<file path="src/rtl/control_riego.sv">
// Irrigation controller fed by the frame decoder: decides pump activation from
// moisture/time/plant type, with run-time, frame-loss and soak timers plus a latched fault.
module control_riego #(
  parameter int CLK_HZ      = 50_000_000,
  parameter int RIEGO_MAX_S = 10,
  parameter int ESPERA_S    = 30,
  parameter int TRAMA_TO_S  = 3,
  parameter int HIST        = 64,
  parameter int MAX_FALLOS  = 3
) (
  input  logic        clk,
  input  logic        rst_n,
  input  logic        listo,
  input  logic [11:0] humedad,
  input  logic [15:0] hora,
  input  logic [3:0]  tipoPlanta,
  input  logic        MODbomba,
  output logic        activarB,
  output logic        regando,
  output logic        fallo,
  output logic        bloqueo,
  output logic [1:0]  estado
);

  localparam int PW   = (CLK_HZ > 1) ? $clog2(CLK_HZ) : 1;
  localparam int SMAX = (ESPERA_S > RIEGO_MAX_S) ? ESPERA_S : RIEGO_MAX_S;
  localparam int SW   = $clog2(SMAX + 1);
  localparam int TW   = (TRAMA_TO_S > 0) ? $clog2(TRAMA_TO_S + 1) : 1;

  typedef enum logic [1:0] {REPOSO = 2'd0, REGANDO = 2'd1, ESPERA = 2'd2, FALLA = 2'd3} estado_t;

  estado_t        st, nxt;
  logic [PW-1:0]  presc;
  logic [SW-1:0]  seg;
  logic [TW-1:0]  trama;
  logic [1:0]     fallas, fallas_inc;
  logic [11:0]    umbral;
  logic [12:0]    parada;
  logic           hora_ok, tick, normal, anormal, cambio;

  always_comb begin
    umbral = 12'd2000;
    unique case (tipoPlanta)
      4'd0:    umbral = 12'd1200;
      4'd1:    umbral = 12'd1800;
      4'd2:    umbral = 12'd2400;
      4'd3:    umbral = 12'd3000;
      default: umbral = 12'd2000;
    endcase
  end

  // 13-bit sum so threshold + hysteresis never wraps
  assign parada     = {1'b0, umbral} + 13'(HIST);
  assign hora_ok    = (hora < 16'h1000) || (hora >= 16'h1600);
  assign tick       = (presc == PW'(CLK_HZ - 1));
  assign fallas_inc = (fallas == 2'd3) ? 2'd3 : fallas + 2'd1;
  assign cambio     = (nxt != st);

  always_comb begin
    nxt     = st;
    normal  = 1'b0;
    anormal = 1'b0;
    unique case (st)
      REPOSO:
        if (listo && MODbomba && hora_ok && (humedad < umbral)) nxt = REGANDO;
      REGANDO:
        if (!MODbomba) begin
          nxt = REPOSO;
        end else if (listo && (({1'b0, humedad} >= parada) || !hora_ok)) begin
          nxt    = ESPERA;
          normal = 1'b1;
        end else if ((seg == SW'(RIEGO_MAX_S)) || (trama == TW'(TRAMA_TO_S))) begin
          anormal = 1'b1;
          nxt     = (fallas_inc == 2'(MAX_FALLOS)) ? FALLA : ESPERA;
        end
      ESPERA:
        if (seg == SW'(ESPERA_S)) nxt = REPOSO;
      FALLA:
        nxt = FALLA;
      default:
        nxt = REPOSO;
    endcase
  end

  always_ff @(posedge clk or negedge rst_n) begin
    if (!rst_n) begin
      st       <= REPOSO;
      presc    <= '0;
      seg      <= '0;
      trama    <= '0;
      fallas   <= '0;
      fallo    <= 1'b0;
      activarB <= 1'b0;
      regando  <= 1'b0;
      bloqueo  <= 1'b0;
      estado   <= 2'd0;
    end else begin
      st       <= nxt;
      estado   <= nxt;
      activarB <= (nxt == REGANDO);
      regando  <= (nxt == REGANDO);
      bloqueo  <= (nxt == FALLA);

      if (normal) begin
        fallo  <= 1'b0;
        fallas <= 2'd0;
      end else if (anormal) begin
        fallo  <= 1'b1;
        fallas <= fallas_inc;
      end

      // timebase restarts on every state entry so each timed state counts from zero
      if (cambio || tick) presc <= '0;
      else                presc <= presc + PW'(1);

      if (cambio)
        seg <= '0;
      else if (tick && (st == REGANDO || st == ESPERA))
        seg <= seg + SW'(1);

      if (listo || (cambio && nxt == REGANDO))
        trama <= '0;
      else if (tick && (trama != TW'(TRAMA_TO_S)))
        trama <= trama + TW'(1);
    end
  end

endmodule

</file>
<file path="config.mk">
export PLATFORM = sky130hd
export DESIGN_NAME = control_riego
export DESIGN_NICKNAME = d
export VERILOG_FILES = /design/src/rtl/control_riego.sv
export SDC_FILE = /design/constraint.sdc
export NUM_CORES = 1
export LEC_CHECK = 0
export CORE_ASPECT_RATIO = 0.5
export CORE_MARGIN = 8
export CORE_UTILIZATION = 45
export DETAILED_ROUTE_END_ITERATION = 12
export PLACE_DENSITY = 0.81
export SLEW_MARGIN = 10
export SYNTH_ARGS = -nofsm -noshare
export SYNTH_HDL_FRONTEND = slang
export SYNTH_SLANG_ARGS = --single-unit
</file>
<file path="constraint.sdc">
create_clock -name clk -period 2.1 [get_ports clk]
set_input_delay 0.42 -clock clk [delete_from_list [all_inputs] [get_ports clk]]
set_output_delay 0.42 -clock clk [all_outputs]
set_load 0.03 [all_outputs]
</file>
==> results.sh <==
export IMPL_outcome="finished with violations"
export IMPL_violations="negative setup slack"
export IMPL_grt_overflow=0
export IMPL_area_growth_pct=50.0
export IMPL_cp_end_kind="flop"
export IMPL_place_ws_ps=-1130
export IMPL_cts_max_path_buffers=2
export IMPL_synth_avg_cell_area_sq_um=9.43
export IMPL_ioPinCount=42
export IMPL_detail_route_wl_per_cell_um=17.8
export IMPL_die_height_um=70.9
export IMPL_holdWs_ps=502
export IMPL_grt_max_degree=37
export IMPL_place_inst=435
export IMPL_n_fill_cell=354
export IMPL_antennaDiodeCount=0
export IMPL_cellPowerDensity_mw_per_mm2=870
export IMPL_portBuffers=32
export IMPL_nets=434
export IMPL_die_w_um=126
export IMPL_synthDistinctLibCells=58
export IMPL_grt_usage_pct=17.3
export IMPL_synthXorXnorAreaFrac_pct=9.70
export IMPL_via_per_inst=5.75
export IMPL_clk_latency_ps=290
export IMPL_antenna_found_initial=0
export IMPL_synthSimpleGateAreaFrac_pct=25.0
export IMPL_p_leak_nw=1.76
export IMPL_grt_first_pass_wirelength_um=12600
export IMPL_synthMuxAreaShare_pct=0.370
export IMPL_critPathLaunchType="input pin"
export IMPL_grt_pass1_vias=2717
export IMPL_synth_nets=348
export IMPL_ys_ff_latch=40
export IMPL_ys_warnings_count=0
export IMPL_finalNonFillerCells=451
export IMPL_hpwl_um=5050
export IMPL_hold_path_class="input pin to asynchronous set/reset pin"
export IMPL_worstPathArrival_ps=2760
export IMPL_rows=20
export IMPL_finish_utilization_pct=68.5
export IMPL_syn_instance_count=287
export IMPL_crit_type="input pin to flop"
export IMPL_setup_tns_ps=-14170
export IMPL_finClkSkew_ps=6.81
export IMPL_drtPass1Iterations=4
export IMPL_rsz0062_at_grt="yes"
export IMPL_synth_edff_count=0
export IMPL_antenna_left=0
export IMPL_max_freq_ghz=0.387
export IMPL_clkTransAtPathRegs_ps=60
export IMPL_worstMarginPinSlew_ps=480
export IMPL_finalHoldViolations=0
export IMPL_drc=0
export IMPL_place_gp_congestion=0.972
export IMPL_cap_viol_max_count=0
export IMPL_post_route_period_util_pct=123
export IMPL_maxSlewHeadroom_pct=67.7
export IMPL_synth_flop_cell="dfrtp_1"
export IMPL_fp_dieArea_sq_mm=0.00891
export IMPL_synth_top_family_by_area="simple AND/OR/NAND/NOR gates"
export IMPL_yosysSeqAreaShare_pct=37.0
export IMPL_vias=2594
export IMPL_worstPathMaxFanout=8
export IMPL_period_needed_ps=2580
export IMPL_drive_above_1_share_pct=36.1
export IMPL_numCtsBuffers=5
export IMPL_htreeDepth=2
export IMPL_coreArea_sq_mm=0.00593
export IMPL_drt_total_wl_um=8040
export IMPL_root_buffer="clkbuf_16"
export IMPL_initial_core_util_pct=45.7
export IMPL_crit_required_ps=2270
export IMPL_setup_violations=38
export IMPL_async_reset_ff_share_pct=100
export IMPL_synth_fa_ha_area_share_pct=11.6
export IMPL_synth_compound_area_share_pct=13.2
export IMPL_cts_tree="done"
export IMPL_syn_area_sq_mm=0.00271
export IMPL_dr_first_iter_drc_count=156
export IMPL_cts_sinks=40
export IMPL_vdd_drop_max_uv=462
export IMPL_slew_violations=0
export IMPL_setup_ws_ps=-484
-- metal layers --
metal	vias up	GRT usage (%)	part of all wire, %
met4	0	6.28	4.2
met2	108	33.1	52
met1	1267	18.2	38
met3	39	4.27	5.3
li1	1180	-	-
met5	-	0	0
-- synthesized netlist by cell type, types with 2 or more instances --
master,n,share of area (%)
dfrtp_1,40,37
nor4b_1,3,0.97
a21o_1,3,0.83
nor4_1,2,0.46
o21ba_2,2,0.74
o21a_1,2,0.55
nand2b_1,2,0.46
a211oi_1,4,1.1
ha_1,25,12
nand4_1,8,1.8
a21oi_1,8,1.5
or2_2,2,0.46
nand2_1,22,3.0
xnor2_1,11,3.6
o211ai_1,3,0.83
buf_4,2,0.55
o21ai_0,4,0.74
and2_1,3,0.69
nor2_1,55,7.6
nor2b_1,3,0.69
xor2_1,19,6.1
and3_1,7,1.6
nand3_1,9,1.7
inv_1,14,1.9
-- power breakdown --
group	switching, mW	internal [mW]	leakage, nW	total [mW]
logic	0.940	0.839	1.12	1.78
clock network	0.296	0.559	0.0808	0.854
registers	0.0675	0.832	0.552	0.900
total	1.30	2.23	1.76	3.53
-- through the flow --
step,power (mW),cell area (sq um)
floorplan,1.66,2750
global placement,2.13,3460
detailed placement,2.19,3460
CTS,3.45,3930
global route,3.66,4060
finish,3.53,4060
-- final cells by class --
type	count	area, sq um	share of cell area (%)
multi-input combinational	228	1970	48.5
sequential	40	1000	24.6
timing repair buffer	84	777	19.1
clock buffer	6	129	3.17
tap	77	96.3	2.37
inverter	14	52.6	1.29
clock inverter	2	35.0	0.862
-- final timing paths --
kind                            start  slack [ps]  cells after the start   endpoint
max                        humedad[6]        -480                     12  presc[17]
min                             rst_n         500                      2  fallas[1]
max reg2reg                     st[0]        -410                     10  presc[17]
min reg2reg                     fallo         540                      1      fallo
max in group asynchronous       rst_n         940                      3  presc[14]
min in group clk                fallo         540                      1      fallo
-- cell usage in the layout, fill, tap and decap left out, types with 3 or more instances in the layout --
master,Yosys,routed
a211oi_2,1,3
nand4_1,8,8
buf_4,2,41
ha_4,0,7
and3_1,7,5
nor4b_1,3,3
nand3_1,9,8
nor2_2,0,15
clkbuf_16,0,6
nor2b_1,3,3
nand2_1,22,22
xnor2_1,11,10
inv_1,14,13
o211ai_1,3,3
a21oi_1,8,7
dfrtp_1,40,40
xor2_1,19,19
ha_1,25,17
buf_6,1,9
nor2_1,55,27
clkdlybuf4s50_1,0,25
nor2_4,1,14
-- state kept, by name (all words and copies together), names as in the netlist --
signal   count
bloqueo      1
fallas       2
fallo        1
presc       26
regando      1
seg          5
st           2
trama        2
-- cell families after synthesis --
| kind of cell | after synthesis |
|---|---|
| compound gates | 43 |
| xor+xnor | 30 |
| fa+ha+maj | 25 |
| buf+inv | 19 |
| flops | 40 |
| mux | 1 |
| simple gates | 129 |
-- critical path: stages --
cell	delay, ps
clkdlybuf4s50_1	480
buf_4	180
ha_1	170
a21oi_1	190
o21ai_1	110
buf_4	150
nand4_1	150
o2111ai_2	170
o221a_4	190
o211ai_4	270
clkbuf_16	230
nor2_1	50
-- timing repair --
action / 4_1_cts / 5_1_grt
gates cloned: 2 / 0
resized for setup: 69 / 25
hold buffers: 1 / 0
pin swaps: 26 / 13
hold endpoints to repair: 4 / 0
setup endpoints to repair: 40 / 40
buffers inserted: 2 / 3
(Power assumes the default switching activity.)
